$ cat src/rtl/muldiv_rsp_ctrl_pkg.sv
// Shared M-extension response definitions: FSM state encoding, writeback record
// and default ack timeout used by the result-channel consumer.
package muldiv_rsp_ctrl_pkg;

   localparam int unsigned MDRSP_XLEN        = 32;
   localparam int unsigned MDRSP_RF_AW       = 5;
   localparam int unsigned MDRSP_ACK_TIMEOUT = 15;

   typedef enum logic [1:0] {
      MDRSP_IDLE = 2'b00,
      MDRSP_WAIT = 2'b01,
      MDRSP_DONE = 2'b10
   } type_mdrsp_state_e;

   typedef struct packed {
      logic                   valid;
      logic [MDRSP_RF_AW-1:0] rd;
      logic [MDRSP_XLEN-1:0]  data;
   } type_mdrsp2wb_s;

endpackage

$ cat src/rtl/muldiv_rsp_ctrl.sv
// Consumer of the M-unit result channel: stalls the pipe while an op is in
// flight, captures the tagged result for writeback and aborts on a lost ack.
module muldiv_rsp_ctrl
   import muldiv_rsp_ctrl_pkg::*;
#(
   parameter int unsigned XLEN        = MDRSP_XLEN,
   parameter int unsigned RF_AW       = MDRSP_RF_AW,
   parameter int unsigned ACK_TIMEOUT = MDRSP_ACK_TIMEOUT
) (
   input  logic             clk,
   input  logic             rst_n,
   input  logic             issue_i,
   input  logic [RF_AW-1:0] issue_rd_i,
   input  logic             mul_req_i,
   input  logic [XLEN-1:0]  mul_result_i,
   input  logic             mul_ack_i,
   input  logic             flush_i,
   input  logic             wb_stall_i,
   output logic             stall_o,
   output logic             wb_valid_o,
   output logic [RF_AW-1:0] wb_rd_o,
   output logic [XLEN-1:0]  wb_data_o,
   output logic             busy_o,
   output logic             timeout_o
);

   localparam int unsigned     CNT_W    = $clog2(ACK_TIMEOUT + 1);
   localparam logic [CNT_W-1:0] CNT_LAST = CNT_W'(ACK_TIMEOUT - 1);

   type_mdrsp_state_e state, state_nxt;
   logic [CNT_W-1:0]  cnt, cnt_nxt;
   logic [RF_AW-1:0]  pend_rd;
   logic [RF_AW-1:0]  wb_rd_q;
   logic [XLEN-1:0]   wb_data_q;
   logic              timeout_q, timeout_nxt;
   logic              ack_ok, capture, latch_rd;

   assign ack_ok = mul_ack_i & mul_req_i;

   always_comb begin
      state_nxt   = state;
      cnt_nxt     = cnt;
      stall_o     = 1'b0;
      capture     = 1'b0;
      latch_rd    = 1'b0;
      timeout_nxt = 1'b0;
      if (flush_i) begin
         state_nxt = MDRSP_IDLE;
         cnt_nxt   = '0;
      end else begin
         unique case (state)
            MDRSP_IDLE: begin
               stall_o = issue_i;
               if (issue_i) begin
                  latch_rd  = 1'b1;
                  cnt_nxt   = '0;
                  state_nxt = MDRSP_WAIT;
               end
            end
            MDRSP_WAIT: begin
               stall_o = ~ack_ok;
               cnt_nxt = (cnt == '1) ? cnt : cnt + 1'b1;
               if (ack_ok) begin
                  capture   = 1'b1;
                  state_nxt = MDRSP_DONE;
               end else if (cnt == CNT_LAST) begin
                  timeout_nxt = 1'b1;
                  cnt_nxt     = '0;
                  state_nxt   = MDRSP_IDLE;
               end
            end
            MDRSP_DONE: begin
               // Issue during a writeback stall is held off by stall_o and re-presented.
               stall_o = wb_stall_i | issue_i;
               if (!wb_stall_i) begin
                  if (issue_i) begin
                     latch_rd  = 1'b1;
                     cnt_nxt   = '0;
                     state_nxt = MDRSP_WAIT;
                  end else begin
                     state_nxt = MDRSP_IDLE;
                  end
               end
            end
            default: state_nxt = MDRSP_IDLE;
         endcase
      end
   end

   always_ff @(posedge clk or negedge rst_n) begin
      if (!rst_n) begin
         state     <= MDRSP_IDLE;
         cnt       <= '0;
         pend_rd   <= '0;
         wb_rd_q   <= '0;
         wb_data_q <= '0;
         timeout_q <= 1'b0;
      end else begin
         state     <= state_nxt;
         cnt       <= cnt_nxt;
         timeout_q <= timeout_nxt;
         if (latch_rd) pend_rd <= issue_rd_i;
         if (capture) begin
            wb_rd_q   <= pend_rd;
            wb_data_q <= mul_result_i;
         end
      end
   end

   assign wb_valid_o = (state == MDRSP_DONE) & ~flush_i;
   assign wb_rd_o    = wb_rd_q;
   assign wb_data_o  = wb_data_q;
   assign busy_o     = (state != MDRSP_IDLE);
   assign timeout_o  = timeout_q;

   a_issue_not_in_wait : assert property (@(posedge clk) disable iff (!rst_n)
      issue_i |-> (state != MDRSP_WAIT));
   a_valid_only_done : assert property (@(posedge clk) disable iff (!rst_n)
      wb_valid_o |-> (state == MDRSP_DONE));
   a_no_stall_on_flush : assert property (@(posedge clk) disable iff (!rst_n)
      flush_i |-> !stall_o);

endmodule

$ cat config.mk
export PLATFORM = sky130hd
export DESIGN_NAME = muldiv_rsp_ctrl
export DESIGN_NICKNAME = d
export VERILOG_FILES = /design/src/rtl/muldiv_rsp_ctrl_pkg.sv /design/src/rtl/muldiv_rsp_ctrl.sv
export SDC_FILE = /design/constraint.sdc
export NUM_CORES = 1
export LEC_CHECK = 0
export BUFFER_PORTS_ARGS = -buffer_cell sky130_fd_sc_hd__buf_4
export CORE_ASPECT_RATIO = 1.75
export CORE_MARGIN = 2
export CORE_UTILIZATION = 45
export DETAILED_ROUTE_END_ITERATION = 10
export PLACE_DENSITY = 0.81
export SETUP_SLACK_MARGIN = 0.02
export SKIP_CTS_REPAIR_TIMING = 1
export SLEW_MARGIN = 10
export SYNTH_ARGS = -nofsm -noshare
export SYNTH_HDL_FRONTEND = slang
export SYNTH_SLANG_ARGS = --single-unit
$ cat constraint.sdc
create_clock -name clk -period 2.2 [get_ports clk]
set_input_delay 0.44 -clock clk [delete_from_list [all_inputs] [get_ports clk]]
set_output_delay 0.44 -clock clk [all_outputs]
set_load 0.02 [all_outputs]
==> metrics.yaml, run 1 <==
final_layout_size_suffix_gt1_frac: 0.5882
filler_cell_count: 388
ir_drop_mv: 0.8624
place_area_um2: 2824
place.gp.congestion: 0.7875
grt_pass1_wl_um: 6872
synthCells: 148
yosys.cell_types.count: 25
clk_pin_slew_worst_paths_ns: 0.09
syn2layout_area_growth_pct: 35.70
cts_root_buf: "clkbuf_8"
clock_latency_ns: 0.30
max_slew_margin: 0.5888
crit_path_top_delay_cell: "dfrtp_1"
netlist_area_um2: 2152
worst_ep_arrival_time_ns: 1.63
grtUsageTotal: 0.1655
ys_ff_latch: 49
outcome: "finished clean"
drc_errors: 0
crit_path_max_incr_delay_ns: 0.41
final_cell_mix: "buf_4 (86), dfrtp_1 (49), mux2_2 (25), mux2_4 (19), a21oi_1 (8)"
io_buffer_count: 84
drt_pre_antenna_iters: 4
cp-end-kind: "output pin"
drtIter0Drc: 26
layout_commonest_cell: "buf_4"
viasPerCell: 5.093
setup_slack_ns: 0.1295
nets: 287
fin_crit_sh: 0.9411
seqCellArea_um2: 1226
yosysSeqAreaShare: 0.5698
place_ws_ns: 0.3720
hold_viol: 0
clock_power_share: 0.141
pwr-share-seq: 0.396
clockBufferDepth: 2
cts_htree_levels: 2
multiInputGateArea_um2: 864.6
cp_max_fo: 5
fp.dieW_um: 56.28
internal_power_mw: 2.504
wl_per_cell_um: 14.87
worstMarginPinSlew_ns: 0.6168
ant_nets: 0
syn-mean-instance-area_um2: 14.54
switching_share: 0.3513
cts_sinks: 49
antenna_found_initial: 0
rows: 33
die_area_um2: 5373
cp_top_family: "flip-flops"
worst_path_most_repeated_cell: "a21oi_1"
pin_count: 85
clock.fmax_ghz: 0.4830
cts_buffers: 5
cts_tree: "done"
timing_worst_setup_path_type: "reg -> out"
hpwlAfterDp_um: 3179
cellPowerDensity_nw_per_um2: 1322
worst-path-buf-inv: 2
finalCriticalPeriod_ns: 2.070
fin_hold_ws_ns: 0.1468
skew_ns: 0.005328
die_height_um: 95.48
yosys_warnings: 0
combPwrFrac: 0.464
vias: 1477
antennaDiodeCount: 0
finalSetupViolCount: 0
overflow: 0
stdcell_area_um2: 2920
initial_utilization: 0.4654
grt_pass1_vias: 1466
maxCapViolations: 0
path_cells: "inv_1 -> ha_1 -> a21oi_1 -> nor2_1 -> a21oi_1 -> nor3_1 -> buf_4"
final_util: 0.6315
rsz0062_at_grt: "no"
syn-num-nets: 198
setup_tns_ns: 0
grt_max_degree: 50
p_leak_nw: 1.497
final_max_slew_viol_count: 0
critPathLaunchType: "flip-flop"
core_um2: 4624
p_sw_mw: 1.356
min_path_type: "in -> async"
wl_um: 4313
worstPathRequired_ns: 1.76
## cells by family after synthesis
family	synth area share
compound gates	0.04536
fa+ha+maj	0.03488
buf+inv	0.02848
flops	0.5698
mux	0.2680
simple gates	0.05349
## state kept, by name, summed over array words and instances, names as in the netlist
signal	cells
wb_data_o	32
pend_rd	5
wb_rd_o	5
cnt	4
state	2
timeout_o	1
## synth_stat cells (all sizes together)
| cell type | instances | area (µm²) |
|---|---|---|
| a21boi | 1 | 7.510 |
| a21oi | 8 | 40.04 |
| a2bb2oi | 1 | 8.760 |
| a41oi | 1 | 8.760 |
| and3 | 1 | 6.260 |
| buf | 4 | 38.78 |
| dfrtp | 49 | 1226 |
| ha | 6 | 75.07 |
| inv | 6 | 22.52 |
| mux2 | 44 | 566.8 |
| mux2i | 1 | 10.01 |
| nand2 | 3 | 11.26 |
| nand2b | 2 | 20.02 |
| nand3 | 4 | 20.02 |
| nand3b | 2 | 15.01 |
| nor2 | 7 | 26.28 |
| nor3 | 2 | 10.01 |
| o21ai | 2 | 10.01 |
| o21bai | 1 | 7.510 |
| o22ai | 1 | 6.260 |
| o2bb2ai | 1 | 8.760 |
| or2 | 1 | 6.260 |
## area by class of cell
cell class	count	area share
Clock buffer	6	0.02828
Clock inverter	2	0.004713
Inverter	6	0.007712
Multi-Input combinational cell	89	0.2961
Sequential cell	49	0.4199
Tap cell	52	0.02228
Timing Repair Buffer	86	0.2211
## stage by stage
step           power, mW  std cells
3_3_place_gp       3.298        282
2_1_floorplan      2.578        148
6_report           3.861        290
3_5_place_dp       3.346        282
4_1_cts            3.914        290
5_1_grt            4.082        290
## worst paths after layout
path | start | endpoint | slack [ns] | cells after the start
worst min-delay path | rst_n | wb_rd_o[2] | 0.15 | 1
worst max-delay path | state[0] | stall_o | 0.13 | 7
min in group clk | mul_result_i[29] | wb_data_o[29] | 0.37 | 2
worst min register to register | wb_data_o[1] | wb_data_o[1] | 0.51 | 1
worst max register to register | state[1] | wb_data_o[19] | 0.37 | 6
max in group asynchronous | rst_n | wb_data_o[12] | 1.63 | 1
## per-layer routing
layer	wire length (µm)	global-route usage
met1	1687	0.1958
met2	2411	0.2882
met3	158	0.02714
met4	55	0.08333
met5	0	0
## power groups by stage
stage               Sequential (mW)  Combinational, mW  Clock (mW)
floorplan                      1.94              0.642           0
global placement               1.54               1.76           0
detailed placement             1.55               1.80           0
CTS                            1.53               1.81       0.574
global route                   1.59               1.89       0.606
finish                         1.53               1.79       0.543
Power figures use the tool's default switching activity.
==> run 2, diff against run 1 <==
Settings changed: ABC_AREA set to 0, CORE_MARGIN 2 to unset.
==> run 2 against run 1 <==
- clock-buffer cell count fell by 1
- worst hold slack lost 0.0051 ns
- final cell count rose by 0.34%
- setup slack gained 0.084 ns
- critical path type unchanged
- via count increased by 1.2%
- global-route usage up 0.91 points
- die area decreased by 5.6%
- clock skew is essentially flat
- clock power shrank 12%
- fmax increased by 4.2%
==> metrics.yaml, run 2 (synthesis results as in run 1) <==
hold_viol: 0  # unchanged
final_layout_size_suffix_gt1_frac: 0.6109  # +0.02264
worstPathRequired_ns: 1.76  # about the same
ir_drop_mv: 0.7539  # -13%
place.gp.congestion: 0.7200  # -8.6%
antennaDiodeCount: 0  # unchanged
die_height_um: 93.48  # -2.1%
drc_errors: 0  # unchanged
cellPowerDensity_nw_per_um2: 1304  # -1.3%
cts_htree_levels: 2  # unchanged
cts_tree: "done"
min_path_type: "in -> async"
reg2regPathDepth: 6  # unchanged
drtIter0Drc: 20  # -23%
drt_pre_antenna_iters: 4  # unchanged
pin_count: 85  # unchanged
hpwlAfterDp_um: 3089  # -2.8%
worst_ep_arrival_time_ns: 1.55  # -0.08 ns
filler_cell_count: 374  # -3.6%
layout_commonest_cell: "buf_4"
p_leak_nw: 1.501  # +0.22%
seqCellArea_um2: 1227  # +0.10%
max_slew_margin: 0.5969  # +0.008116
clk_pin_slew_worst_paths_ns: 0.08  # about the same
grt_max_degree: 50  # unchanged
nets: 290  # +1.0%
skew_ns: 0.005311  # -0.00001782 ns
finalSetupViolCount: 0  # unchanged
fp.dieW_um: 54.28  # -3.6%
outcome: "finished clean"
setup_tns_ns: 0  # unchanged
die_area_um2: 5074  # -5.6%
critPathLaunchType: "flip-flop"
initial_utilization: 0.4654  # unchanged
final_cell_mix: "buf_4 (89), dfrtp_1 (48), mux2_2 (25), mux2_4 (19), a21oi_1 (8)"
syn2layout_area_growth_pct: 36.92
worstMarginPinSlew_ns: 0.6047  # -0.01217 ns
fin_hold_ws_ns: 0.1416  # -0.005137 ns
cts_root_buf: "clkbuf_8"
cp-end-kind: "output pin"
antenna_found_initial: 0  # unchanged
clock.fmax_ghz: 0.5034  # +4.2%
cts_buffers: 5  # unchanged
grt_pass1_vias: 1379  # -5.9%
largest_reg_flops: 32  # unchanged
timing_worst_setup_path_type: "reg -> out"
grt_pass1_wl_um: 6279  # -8.6%
rsz0062_at_grt: "no"
ant_nets: 0  # unchanged
overflow: 0  # unchanged
vias: 1495  # +1.2%
finalCriticalPeriod_ns: 1.986  # -0.08413 ns
wl_per_cell_um: 14.49  # -2.5%
fin_crit_sh: 0.9029  # -0.03824
clock_latency_ns: 0.29  # about the same
core_um2: 4624  # unchanged
grtUsageTotal: 0.1747  # +0.009137
final_max_slew_viol_count: 0  # unchanged
wl_um: 4218  # -2.2%
cp_max_fo: 4  # -1
cts_sinks: 49  # unchanged
maxCapViolations: 0  # unchanged
io_buffer_count: 84  # unchanged
multiInputGateArea_um2: 889.6  # +2.9%
viasPerCell: 5.137  # +0.87%
rows: 33  # unchanged
clockBufferDepth: 2  # unchanged
[run 2: changes by cell type in the layout (fill, tap and decap cells not counted)]
cell      previous run  this run
dfrtp_1             49        48
ha_4                 0         2
ha_1                 6         4
dfrtp_2              0         1
buf_4               86        89
inv_2                0         2
clkinv_4             1         0
inv_1                6         4
clkbuf_8             6         5
[run 2: final timing paths]
path                                  startpoint       endpoint  slack [ns]
worst max register to register          state[1]  wb_data_o[23]        0.37
worst max-delay path                    state[0]        stall_o        0.21
worst min register to register        pend_rd[2]     wb_rd_o[2]        0.51
worst min-delay path                       rst_n  wb_data_o[19]        0.14
min in group clk                mul_result_i[26]  wb_data_o[26]        0.37
max in group asynchronous                  rst_n       state[1]        1.62
[run 2: per-layer routing]
metal  global-route usage  vias to the layer above  wire length (µm)
li1                     -                      695                 -
met1               0.1923                      738              1589
met2               0.3049                       52              2281
met3              0.04065                       10               240
met4              0.07051                        0               107
met5                    0                        -                 0
[run 2: layout make-up]
type / instances / area share
Clock inverter: 1 / 0.001699
Sequential cell: 49 / 0.4166
Inverter: 6 / 0.007643
Clock buffer: 5 / 0.02335
Multi-Input combinational cell: 89 / 0.3019
Timing Repair Buffer: 89 / 0.2268
Tap cell: 52 / 0.02208
[run 2: through the flow]
| step | utilization | power [mW] | setup WS [ns] | area, µm² | std cells |
|---|---|---|---|---|---|
| 2_1_floorplan | - | 2.578 | 0.4374 | 2152 | 148 |
| 6_report | 0.6372 | 3.843 | 0.2137 | 2947 | 291 |
| 3_3_place_gp | 0.6107 | 3.309 | 0.4321 | 2824 | 282 |
| 4_1_cts | 0.6266 | 3.852 | 0.1278 | 2898 | 288 |
| 5_1_grt | 0.6372 | 4.062 | 0.04862 | 2947 | 291 |
| 3_5_place_dp | 0.6107 | 3.357 | 0.3683 | 2824 | 282 |
[run 2: worst max-delay path: stages (launching register included)]
cell and delay (ns):
dfrtp_1 0.39, inv_2 0.11, ha_4 0.17, a21oi_1 0.06
nor2_1 0.11, a21oi_1 0.05, nor3_1 0.19, buf_4 0.17
[run 2: power breakdown]
group	internal [mW]	switching, mW
combinational	0.981	0.858
clock	0.209	0.269
sequential	1.30	0.225
total	2.49	1.35
